File: src/rtl/hazard_pkg.sv
// Shared types and constants for the forwarding / hazard controller.
package hazard_pkg;

  localparam int unsigned REG_AW = 5;
  localparam int unsigned CNT_W  = 32;
  localparam logic [REG_AW-1:0] R_ZERO = REG_AW'(0);

  localparam logic [1:0] FWD_RF  = 2'b00;
  localparam logic [1:0] FWD_EX  = 2'b01;
  localparam logic [1:0] FWD_MEM = 2'b10;

  localparam logic [1:0] WB_ALU = 2'b00;
  localparam logic [1:0] WB_MEM = 2'b01;
  localparam logic [1:0] WB_PC  = 2'b10;

  typedef enum logic [1:0] {
    HZ_RUN    = 2'b00,
    HZ_BUBBLE = 2'b01,
    HZ_HOLD   = 2'b10
  } hz_state_e;

  // Destination info of one in-flight producer.
  typedef struct packed {
    logic              valid;
    logic [REG_AW-1:0] dst;
    logic              reg_write;
    logic [1:0]        memto_reg;
  } slot_t;

  // The zero register is never a forwarding source.
  function automatic logic slot_match(input slot_t s, input logic [REG_AW-1:0] r);
    return s.valid && s.reg_write && (s.dst == r) && (r != R_ZERO);
  endfunction

endpackage

File: src/rtl/hazard_fwd_sel.sv
// Per-source match and priority logic: nearest producer (s1) wins over s2.
module hazard_fwd_sel
  import hazard_pkg::*;
(
  input  logic              use_src,
  input  logic [REG_AW-1:0] src,
  input  slot_t             s1,
  input  slot_t             s2,
  output logic [1:0]        fwd_c,
  output logic              s1_hit_c
);

  always_comb begin
    fwd_c    = FWD_RF;
    s1_hit_c = use_src && slot_match(s1, src);
    if (s1_hit_c) begin
      fwd_c = FWD_EX;
    end else if (use_src && slot_match(s2, src)) begin
      fwd_c = FWD_MEM;
    end
  end

endmodule

File: src/rtl/hazard_ctrl.sv
// Forwarding select, load-use stall, flush bubble and freeze control for the 5-stage pipeline.
// Optional perf counters (stall_cnt, freeze_cnt) are built when HAZ_PERF_CNT_EN is defined.
module hazard_ctrl
  import hazard_pkg::*;
(
  input  logic              clk,
  input  logic              reset,
  input  logic              id_valid,
  input  logic [REG_AW-1:0] id_rs,
  input  logic [REG_AW-1:0] id_rt,
  input  logic              id_use_rs,
  input  logic              id_use_rt,
  input  logic [REG_AW-1:0] id_dst,
  input  logic              id_reg_write,
  input  logic [1:0]        id_memto_reg,
  input  logic              flush,
  input  logic              mem_busy,
  output logic [1:0]        ForwardA,
  output logic [1:0]        ForwardB,
  output logic              pc_write,
  output logic              ifid_write,
  output logic              idex_bubble,
  output logic [1:0]        hz_state
`ifdef HAZ_PERF_CNT_EN
  ,
  output logic [CNT_W-1:0]  stall_cnt,
  output logic [CNT_W-1:0]  freeze_cnt
`endif
);

  slot_t     s1_q, s1_d, s2_q, s2_d;
  logic [1:0] fwd_a_d, fwd_b_d;
  logic [1:0] fwd_a_next, fwd_b_next;
  logic      hit_rs_s1, hit_rt_s1;
  logic      lu;
  hz_state_e state_q, state_d;

  hazard_fwd_sel u_sel_rs (
    .use_src  (id_use_rs),
    .src      (id_rs),
    .s1       (s1_q),
    .s2       (s2_q),
    .fwd_c    (fwd_a_next),
    .s1_hit_c (hit_rs_s1)
  );

  hazard_fwd_sel u_sel_rt (
    .use_src  (id_use_rt),
    .src      (id_rt),
    .s1       (s1_q),
    .s2       (s2_q),
    .fwd_c    (fwd_b_next),
    .s1_hit_c (hit_rt_s1)
  );

  // Load data and PC_next are not on the EX result bus one cycle ahead.
  assign lu = id_valid && !flush && (s1_q.memto_reg != WB_ALU) && (hit_rs_s1 || hit_rt_s1);

  assign pc_write    = !(lu || mem_busy);
  assign ifid_write  = !(lu || mem_busy);
  assign idex_bubble = (lu || flush) && !mem_busy;
  assign hz_state    = state_q;

  always_comb begin
    s1_d    = s1_q;
    s2_d    = s2_q;
    fwd_a_d = ForwardA;
    fwd_b_d = ForwardB;
    state_d = state_q;
    if (mem_busy) begin
      state_d = HZ_HOLD;
    end else if (flush || lu) begin
      s2_d    = s1_q;
      s1_d    = '0;
      fwd_a_d = FWD_RF;
      fwd_b_d = FWD_RF;
      state_d = flush ? HZ_RUN : HZ_BUBBLE;
    end else begin
      s2_d    = s1_q;
      s1_d    = '{valid: id_valid, dst: id_dst, reg_write: id_reg_write, memto_reg: id_memto_reg};
      fwd_a_d = fwd_a_next;
      fwd_b_d = fwd_b_next;
      state_d = HZ_RUN;
    end
  end

  always_ff @(posedge clk) begin
    if (!reset) begin
      s1_q     <= '0;
      s2_q     <= '0;
      ForwardA <= FWD_RF;
      ForwardB <= FWD_RF;
      state_q  <= HZ_RUN;
    end else begin
      s1_q     <= s1_d;
      s2_q     <= s2_d;
      ForwardA <= fwd_a_d;
      ForwardB <= fwd_b_d;
      state_q  <= state_d;
    end
  end

`ifdef HAZ_PERF_CNT_EN
  // Saturating event counters.
  always_ff @(posedge clk) begin
    if (!reset) begin
      stall_cnt  <= '0;
      freeze_cnt <= '0;
    end else begin
      if (!mem_busy && lu && (stall_cnt != '1)) begin
        stall_cnt <= stall_cnt + CNT_W'(1);
      end
      if (mem_busy && (freeze_cnt != '1)) begin
        freeze_cnt <= freeze_cnt + CNT_W'(1);
      end
    end
  end
`endif

endmodule

File: config.mk
export PLATFORM = sky130hd
export DESIGN_NAME = hazard_ctrl
export DESIGN_NICKNAME = d
export VERILOG_FILES = /design/src/rtl/hazard_pkg.sv /design/src/rtl/hazard_fwd_sel.sv /design/src/rtl/hazard_ctrl.sv
export SDC_FILE = /design/constraint.sdc
export NUM_CORES = 1
export LEC_CHECK = 0
export ABC_AREA = 1
export ABC_CLOCK_PERIOD_IN_PS = 1100
export BUFFER_PORTS_ARGS = -buffer_cell sky130_fd_sc_hd__buf_2
export CAP_MARGIN = 20
export CORE_MARGIN = 4
export CORE_UTILIZATION = 47
export CTS_CLUSTER_DIAMETER = 120
export DETAILED_ROUTE_END_ITERATION = 16
export HOLD_SLACK_MARGIN = 0.02
export PLACE_DENSITY = 0.75
export SLEW_MARGIN = 20
export SYNTH_ARGS = -nofsm -noshare
export SYNTH_HDL_FRONTEND = slang
export SYNTH_SLANG_ARGS = --single-unit
File: constraint.sdc
create_clock -name clk -period 1.1 [get_ports clk]
set_input_delay 0.165 -clock clk [delete_from_list [all_inputs] [get_ports clk]]
set_output_delay 0.165 -clock clk [all_outputs]
set_load 0.005 [all_outputs]
* Yosys cells after proc, flatten, opt, wreduce, memory -nomap -nowiden
Cells that the tools add are included. W data, S select, Z words.
Storage, ports and cells: word-level logic and storage cells 55, register bits 22, input bits 25
Operators by class: muxes and demuxes 10, eq/ne operators 4, reduce and logical (&&, ||, !) cells 28, bitwise logic cells 2
Operators with widths (count):
- $eq A5 B5 Y1 | 4
- $logic_and A1 B1 Y1 | 18
- $mux W2 | 7
- $reduce_bool A5 Y1 | 2
- $mux W9 | 1
- $logic_not A1 Y1 | 3
- $logic_or A1 B1 Y1 | 3
- $reduce_or A3 Y1 | 1
- $mux W1 | 2
- $not A1 Y1 | 2
- $reduce_bool A2 Y1 | 1

* Longest topological paths before layout
Gate-level depths: netlist of the first run.
word-level depth 9, mapped depth 11, gate-level depth less buffers 11

* Hierarchy
Synthesis of the first run repeated with hierarchy kept, for this count alone.
Second synthesis, totals: cells, all modules 243, area, all modules 1476.4 um2
By module, submodules not included:
- hazard_ctrl | area each 1001.0 um2, times used 1, cells an instance 135, sequential area each 480.5 um2
- hazard_fwd_sel | area each 237.7 um2, times used 2, cells an instance 54, sequential area each 0.0 um2

* Least setup slack after synthesis of the first run
No wires, ideal clock.
path kind register -> register, start point reg s1_q[6] (netlist bit), end point reg s1_q[1] (netlist bit), library setup time 0.127 ns, setup slack -0.150 ns, cell stages (with the launch flop) 11, arrival time 1.123 ns, path buffers 1, cells stage by stage dfxtp_1 -> inv_2 -> a21oi_1 -> nand2_1 -> nor2_2 -> nand2_2 -> nand2_4 -> nand2_4 -> buf_6 -> nand3_2 -> o21ai_2
On the way: word-level cells in the longest chain between the ends 8, elaborated cells between the ends (all ways) 12, classes of those cells eq/ne: 2; mux: 1; reduce/logical: 9
Ends and longest elaborated chain:
- start: declaration | RTL line hazard_ctrl.sv:31 | slot_t s1_q, s1_d, s2_q, s2_d;
- start signal: assignment | RTL line hazard_ctrl.sv:89 | s1_q <= '0;
- start signal: assignment | RTL line hazard_ctrl.sv:95 | s1_q <= s1_d;
- $eq A5 B5 Y1 | RTL line hazard_pkg.sv:32 | return s.valid && s.reg_write && (s.dst == r) && (r != R_ZERO);
- $logic_and A1 B1 Y1 (2 in series) | RTL line hazard_pkg.sv:32
- $logic_and A1 B1 Y1 | RTL line hazard_fwd_sel.sv:15 | s1_hit_c = use_src && slot_match(s1, src);
- $logic_or A1 B1 Y1 * | RTL line hazard_ctrl.sv:57 | assign lu = id_valid && !flush && (s1_q.memto_reg != WB_ALU) && (hit_rs_s1 || hit_rt_s1);
- $logic_and A1 B1 Y1 * | RTL line hazard_ctrl.sv:57
- $logic_or A1 B1 Y1 * | RTL line hazard_ctrl.sv:72 | end else if (flush || lu) begin
- $mux W9 * | RTL line hazard_ctrl.sv:72
Every way passes the cells marked *; elsewhere a longest branch is shown, timed or not. A chain may end at the register's enable or synchronous reset.

* Worst setup path after layout of the first run
start point reg s1_q[8] (netlist bit), end point out idex_bubble
On the way: word-level cells in the longest chain between the ends 8, elaborated cells between the ends (all ways) 11, classes of those cells reduce/logical: 11
Ends and longest elaborated chain:
- $logic_and A1 B1 Y1 * | RTL line hazard_pkg.sv:32
- $logic_and A1 B1 Y1 (2 in series) | RTL line hazard_pkg.sv:32
- $logic_and A1 B1 Y1 | RTL line hazard_fwd_sel.sv:15
- $logic_or A1 B1 Y1 * | RTL line hazard_ctrl.sv:57
- $logic_and A1 B1 Y1 * | RTL line hazard_ctrl.sv:57
- $logic_or A1 B1 Y1 * | RTL line hazard_ctrl.sv:61 | assign idex_bubble = (lu || flush) && !mem_busy;
- $logic_and A1 B1 Y1 * | RTL line hazard_ctrl.sv:61
- end: declaration | RTL line hazard_ctrl.sv:22 | output logic idex_bubble,
Marks and branches as above.

==> results_dict.tcl, run 1 <==
set metrics [dict create \
    status "complete, but fails checks" \
    violations "setup timing" \
    antenna_found_initial 0 \
    yosys-top-cells-area "dfxtp_1 33%, nand2_1 13%, inv_1 10%" \
    synth-seq-cells 22 \
    dr.pass1.iters 5 \
    avgSynthCellArea_sq_um 6.717 \
    instances_no_fill 296 \
    hold_slack_ps 168.6 \
    synth_cell_types 26 \
    setup_ws_ps -584.3 \
    start_util_pct 48.65 \
    wirelength_mm 3.509 \
    crit_slowest_cell "dfxtp_2" \
    fp-row-count 19 \
    setup.worst_path.end_class "output port" \
    fin_crit_sh_pct 153.1 \
    cts.sinks 22 \
    powerDensity_mw_per_mm2 836.5 \
    path_common_cell "nand2_2" \
    ir_drop_mv 0.6922 \
    setup_viol 17 \
    fin_crit_ps 1684 \
    path_clk_slew_ps 130 \
    power_mw 1.610 \
    slew_violations 0 \
    routabilityCongestion 0.8750 \
    post-route-util_pct 70.39 \
    synth_area_sq_mm 0.001330 \
    grt_max_degree 13 \
    rsz0062_at_grt "yes" \
    htree_levels 1 \
    post_drt_wl_per_cell_microns 11.85 \
    cap_violations 0 \
    die-area_sq_mm 0.003745 \
    fp.dieW_microns 61.20 \
    yosysSeqAreaShare_pct 33.11 \
    hpwl_mm 2.650 \
    io_pins 34 \
    clock_latency_ps 310 \
    portBuffers 33 \
    cp-start-kind "register" \
    path_max_fanout 2 \
    crit_family "simple AND/OR/NAND/NOR gates" \
    crit_required_ps 940 \
    route.detailed.drc 0 \
    grt-ovfl-total 0 \
    crit_type "reg -> out" \
    hold_class "in -> reg" \
    worst_pin_slew_ps 427.7 \
    via_per_inst 4.818 \
    num-fill-cells 236 \
    syn_inst 198 \
    route.vias.total 1426 \
    p_leak_nw 0.9583 \
    arrival_ps 1520 \
    diodes 0 \
    dpl.cell_count 287 \
    critPathMaxStageDelay_ps 350 \
    grt_usage_pct 19.11 \
    first_global_vias 1299 \
    die_h_microns 61.20 \
    cts_buffers 3 \
    drtAntennaViolNets 0 \
    grt_pass1_wl_mm 5.285 \
    yosys.area.top_type "dfxtp_1" \
    drtIter0Drc 53 \
    cts_root_buf "clkbuf_4" \
    fin_nets 291 \
    hold_viol_final 0 \
    yosysWarningCount 0 \
    crit_buf_inv 2 \
    synth_top_area_share_pct 33.11 \
    slew_headroom_pct 71.42 \
    syn_to_final_growth_pct 44.69 \
    core-area_sq_mm 0.002734 \
    fmax_mhz 593.7 \
    fin_skew_ps 9.182 \
    cts_tree "yes" \
    drive_gt1_share_pct 44.91 \
    synth_fp_nets 223 \
    path_cells "nand2_2 > nor2_2 > nand3_1 > nor2_1 > nand2_2 > nand2_4 > nand2_4 > nand2_2 > nand2_2 > inv_2 > buf_2" \
    cts_buffer_depth 2 \
]
layer usage:
metal,share of wire (%),global-route usage [%]
met5,0,0
met4,1.3,7.430
met3,5.7,2.096
met2,50,33.84
met1,43,23.54
synthesized netlist by cell type (all sizes together):
| master | instances |
|---|---|
| o21ai | 11 |
| o211ai | 2 |
| dfxtp | 22 |
| nand3b | 2 |
| xor2 | 2 |
| nand4 | 2 |
| o22ai | 5 |
| nand3 | 18 |
| inv | 41 |
| xnor2 | 5 |
| nand2 | 51 |
| nor2 | 26 |
| clkbuf | 1 |
| a21oi | 5 |
| buf | 4 |
| a21boi | 1 |
per-stage QoR:
step	setup slack (ps)	area (sq um)	setup TNS, ps
4_1_cts	-566.4	1832	-5425
6_report	-584.3	1924	-7158
3_3_place_gp	-265.9	1737	-3751
2_1_floorplan	-119.0	1343	-1260
3_5_place_dp	-261.4	1737	-3834
5_1_grt	-684.1	1924	-8593
cell type report:
type | instances | area (sq um) | area share (%)
clock buffer | 4 | 36.28 | 1.886
inverter | 41 | 153.9 | 7.997
tap | 31 | 38.79 | 2.016
timing repair buffer | 68 | 455.4 | 23.67
sequential | 22 | 447.9 | 23.28
multi-input combinational | 130 | 792.0 | 41.16
worst min-delay path, cell delays in order:
cell     delay [ps]
buf_2            90
inv_1            40
nor2_1           40
nand3_2          60
o21ai_1          50
cells in the final DEF, fill, tap and decap left out, types with 3 or more instances in the layout:
cell type / instances
nand2_1: 42
inv_1: 35
buf_2: 33
buf_4: 31
nor2_1: 21
dfxtp_1: 16
nand2_2: 7
nand3_2: 7
inv_2: 6
nand3_4: 6
o21ai_2: 6
dfxtp_2: 6
nand3_1: 5
xnor2_1: 5
o22ai_1: 5
nor2_2: 4
a21oi_1: 3
o21ai_1: 3
clkbuf_4: 3
timing repair:
item	in CTS	in global routing
endpoints found under the setup margin	17	17
gates resized for setup	10	18
hold buffers	0	0
cloned	0	0
setup buffers	4	1
pin swaps	5	2
cell families after synthesis:
group / after synthesis / share of synthesized area (%)
simple gates: 99 / 36.59
xor+xnor: 7 / 4.610
compound gates: 24 / 11.76
flops: 22 / 33.11
buf+inv: 46 / 13.92
state kept, by name, indices dropped and copies added (netlist names):
signal    cells
ForwardA      2
hz_state      2
s2_q          7
ForwardB      2
s1_q          9
worst paths after layout:
path	start	endpoint	slack, ps	cells past startpoint
setup / recovery	s1_q[8]	idex_bubble	-580	11
hold reg to reg	ForwardA[0]	ForwardA[0]	470	2
setup reg to reg	s1_q[8]	s1_q[6]	-450	12
hold / removal	id_dst[0]	s1_q[3]	170	5
report_power, final:
part,switching [mW],total [mW],internal [mW]
Combinational,0.175,0.330,0.155
Clock,0.244,0.446,0.202
Sequential,0.0142,0.834,0.820
Total,0.433,1.61,1.18
Power figures use the tool's default switching activity.
==> inputs of run 2 (changes only) <==
- REMOVE_ABC_BUFFERS: not set -> 1
==> results_dict.tcl, run 2 (same netlist as run 1, synthesis figures left out) <==
set metrics [dict create \
    cts_root_buf "clkbuf_4" \
    layout_commonest_cell "nand2_1" \
    die_h_microns 61.20 \
    cp-start-kind "register" \
    slew_violations 0 \
    grt-ovfl-total 0 \
    fin_nets 292 \
    grt_max_degree 13 \
    status "complete, but fails checks" \
    drtAntennaViolNets 0 \
    hold_class "in -> reg" \
    drive_gt1_share_pct 46.62 \
    regToRegSetupSlack_ps -440 \
    largest_register_ff_count 9 \
    diodes 0 \
    cap_violations 0 \
    cts.sinks 22 \
    whs_endpoint "s1_q[4]" \
    ir_drop_mv 0.8625 \
    cts_buffer_depth 2 \
    p_leak_nw 0.9656 \
    crit_start "s1_q[4]" \
    route.vias.total 1455 \
    grt_usage_pct 21.79 \
    holdPathStages 5 \
    portBuffers 33 \
    rsz0062_at_grt "yes" \
    pwr-share-clk_pct 27.8 \
    post_drt_wl_per_cell_microns 12.75 \
    crit_required_ps 940 \
    regToRegStartpoint "s1_q[4]" \
    syn_to_final_growth_pct 46.10 \
    htree_levels 1 \
    fin_skew_ps 1.722 \
    setup.worst_path.end_class "output port" \
    wirelength_mm 3.787 \
    setup_ws_ps -569.6 \
    first_global_vias 1474 \
    drtIter0Drc 64 \
    hpwl_mm 2.681 \
    pwr-share-seq_pct 51.1 \
    cts_tree "yes" \
    via_per_inst 4.899 \
    worst_pin_slew_ps 461.8 \
    power_mw 1.632 \
    setup_viol 17 \
    antenna_found_initial 0 \
    routabilityCongestion 0.8944 \
    crit_type "reg -> out" \
    dr.pass1.iters 6 \
    r2r_cells 11 \
    internal_power_mw 1.180 \
    cts_buffers 3 \
    fin_crit_sh_pct 151.8 \
    tns_ps -7474 \
    io_pins 34 \
    fp.dieW_microns 61.20 \
    fin_crit_ps 1670 \
    seq_area_sq_um 451.7 \
    violations "setup timing" \
    clock_latency_ps 310 \
    path_clk_slew_ps 120 \
    timing.rr.end "ForwardB[1]" \
    fp-row-count 19 \
    hold_viol_final 0 \
    start_util_pct 48.65 \
    num-fill-cells 227 \
    hold_path_startpoint "id_dst[1]" \
    arrival_ps 1500 \
    final_cell_mix "40 x nand2_1, 35 x inv_1, 33 x buf_2" \
    path_max_fanout 3 \
    slew_headroom_pct 69.14 \
    p_sw_uw 451.8 \
    core-area_sq_mm 0.002734 \
    top_register "s1_q" \
    route.detailed.drc 0 \
    combPwrFrac_pct 21.1 \
    multiInputGateArea_sq_um 804.5 \
    top_regs "s1_q (9), s2_q (7)" \
    fmax_mhz 598.9 \
    sw_frac_of_total_pct 27.69 \
    die-area_sq_mm 0.003745 \
    grt_pass1_wl_mm 6.154 \
    powerDensity_mw_per_mm2 839.7 \
]
[run 2: worst max-delay path, cell delays in order, from the launching register on]
cell,delay (ps)
dfxtp_4,380
xnor2_2,140
nand2_1,90
nor2_2,120
nand2_2,80
nand2_4,80
nand2_4,50
nand2_2,50
nand2_2,60
inv_2,40
buf_2,100
[run 2: through the flow]
stage	std cells	utilization, %	hold slack, ps	setup slack [ps]	area, sq um
floorplan	193	-	348.8	-208.2	1299
global placement	287	63.20	437.4	-238.2	1728
detailed placement	287	63.20	440.0	-269.5	1728
CTS	294	67.28	166.0	-567.4	1839
global route	297	71.08	168.9	-669.7	1943
finish	297	71.08	170.1	-569.6	1943
[run 2: layout make-up]
cell class | instances | share of cell area [%]
clock buffer | 4 | 1.867
tap | 31 | 1.996
multi-input combinational | 130 | 41.40
inverter | 41 | 7.920
timing repair buffer | 69 | 23.57
sequential | 22 | 23.25
[run 2: worst max path at each step]
stage,end,slack [ps]
6_report,idex_bubble,-570
4_1_cts,idex_bubble,-570
3_5_place_dp,idex_bubble,-270
2_1_floorplan,idex_bubble,-210
3_3_place_gp,idex_bubble,-240
5_1_grt,idex_bubble,-670
[run 2: repair_timing]
item / in CTS / in global routing
buffers inserted: 3 / 3
hold endpoints to repair: 0 / 0
gates resized for setup: 18 / 19
hold buffers: 0 / 0
setup endpoints to repair: 17 / 17
pin swaps: 3 / 6
[run 2: power groups by stage]
stage,Sequential (mW),Combinational [mW],Clock (mW)
floorplan,0.848,0.144,0
global placement,0.849,0.297,0
detailed placement,0.850,0.302,0
CTS,0.834,0.316,0.455
global route,0.837,0.380,0.506
finish,0.834,0.344,0.453
[run 2: per-layer routing]
layer	vias to the layer above	routed length [microns]	GRT usage, %
met5	-	0	0
met4	0	104	6.502
met3	13	158	1.887
met2	44	1901	39.58
met1	655	1622	27.14
li1	743	-	-
==> inputs of run 3 (changes only) <==
- PLACE_DENSITY: 0.75 -> 0.81
==> results_dict.tcl, run 3 (same netlist as run 1, synthesis figures left out) <==
set metrics [dict create \
    largest_register_ff_count 9 \
    power_mw 1.835 \
    cts.sinks 22 \
    slew_headroom_pct 80.06 \
    cts_tree "yes" \
    final_cell_mix "42 x nand2_1, 35 x inv_1, 33 x buf_2" \
    num-fill-cells 215 \
    internal_power_mw 1.353 \
    p_sw_uw 481.4 \
    rsz0062_at_grt "yes" \
    ir_drop_mv 1.006 \
    hold_class "in -> reg" \
    cts_hold_buf 0 \
    grt_usage_pct 21.80 \
    fin_nets 295 \
    via_per_inst 4.970 \
    fin_crit_sh_pct 156.6 \
    worst_pin_slew_ps 298.0 \
    instances_no_fill 300 \
    path_max_fanout 2 \
    routabilityCongestion 0.9890 \
    fin_skew_ps 15.91 \
    crit_required_ps 940 \
    grt_max_degree 14 \
    antenna_found_initial 0 \
    drive_gt1_share_pct 47.21 \
    cts_root_buf "clkbuf_4" \
    setup.worst_path.end_class "output port" \
    fp.dieW_microns 61.20 \
    first_global_vias 1369 \
    layout_commonest_cell "nand2_1" \
    route.vias.total 1491 \
    hold_viol_final 0 \
    arrival_ps 1560 \
    die_h_microns 61.20 \
    cts_buffers 3 \
    dr.pass1.iters 4 \
    die-area_sq_mm 0.003745 \
    setup_ws_ps -622.7 \
    drtAntennaViolNets 0 \
    p_leak_nw 1.000 \
    top_regs "s1_q (9), s2_q (7)" \
    hpwl_mm 2.605 \
    top_register "s1_q" \
    dpl.cell_count 288 \
    start_util_pct 48.65 \
    io_pins 34 \
    drtIter0Drc 77 \
    powerDensity_mw_per_mm2 922.1 \
    pwr-share-clk_pct 35.5 \
    core-area_sq_mm 0.002734 \
    fin_crit_ps 1723 \
    grt_pass1_wl_mm 6.058 \
    syn_to_final_growth_pct 49.58 \
    htree_levels 1 \
    wirelength_mm 3.901 \
    fp-row-count 19 \
    crit_type "reg -> out" \
    diodes 0 \
    clock_latency_ps 340 \
    slew_violations 0 \
    fmax_mhz 580.5 \
    status "complete, but fails checks" \
    cp-start-kind "register" \
    combPwrFrac_pct 18.9 \
    portBuffers 33 \
    violations "setup timing" \
    placed_area_sq_mm 0.001735 \
    cap_violations 0 \
    grt-ovfl-total 0 \
    path_clk_slew_ps 140 \
    hold_slack_ps 151.0 \
    setup_viol 17 \
    pwr-share-seq_pct 45.6 \
    cts_buffer_depth 2 \
    tns_ps -8063 \
    fin_area_sq_mm 0.001989 \
    sw_frac_of_total_pct 26.24 \
    post_drt_wl_per_cell_microns 13.00 \
    route.detailed.drc 0 \
]
## run 3: cell count changes in the layout (fill, tap and decap cells not counted), sizes merged
cell    change
bufinv      +1
clkbuf      -1
buf         +3
## run 3: final timing paths
| kind | startpoint | end | slack, ps | cells after the start |
|---|---|---|---|---|
| max reg2reg | s1_q[2] | s1_q[4] | -470 | 12 |
| max | s1_q[2] | idex_bubble | -620 | 11 |
| min reg2reg | ForwardA[0] | ForwardA[0] | 460 | 2 |
| min | id_memto_reg[1] | s1_q[1] | 150 | 5 |
## run 3: final cells by class
type / count / area, sq um / area share (%)
well taps: 31 / 38.79 / 1.950
inverters: 41 / 153.9 / 7.736
flip-flops and latches: 22 / 449.2 / 22.58
multi-input cells: 130 / 803.3 / 40.38
clock buffers: 3 / 22.52 / 1.132
repair buffers: 72 / 491.7 / 24.72
clock inverters: 1 / 30.03 / 1.509
## run 3: stage by stage
stage	worst slack, ps	utilization, %
after floorplan	-208.2	-
after global placement	-240.8	63.48
after detailed placement	-240.2	63.48
after CTS	-557.5	71.53
after global routing	-715.3	72.77
final	-622.7	72.77
## run 3: worst max-delay path, cell delays in order, from the launching register on
cell and delay [ps]:
dfxtp_2 390, nand2_4 70, nor2_4 120, nand3_2 70, nor2_2 110, nand2_2 80, nand2_4 80, nand2_4 50
nand2_2 50, nand2_2 50, inv_2 40, buf_2 90
## run 3: power by group through the flow
stage / Sequential, mW / Clock (mW) / Combinational, mW
floorplan: 0.848 / 0 / 0.144
global placement: 0.849 / 0 / 0.301
detailed placement: 0.850 / 0 / 0.303
CTS: 0.834 / 0.642 / 0.337
global route: 0.840 / 0.685 / 0.380
finish: 0.837 / 0.652 / 0.346
## run 3: layer usage
metal  up-vias  global-route usage [%]  routed length (microns)
li1        747                       -                        -
met1       676                   28.41                     1748
met2        62                   36.25                     1861
met3         6                   2.935                      234
met4         0                   8.669                       57
met5         -                       0                        0
## run 3: timing repair
action	4_1_cts	5_1_grt
gates resized for setup	27	18
pin swaps	9	6
setup endpoints to repair	17	18
buffers inserted	12	3
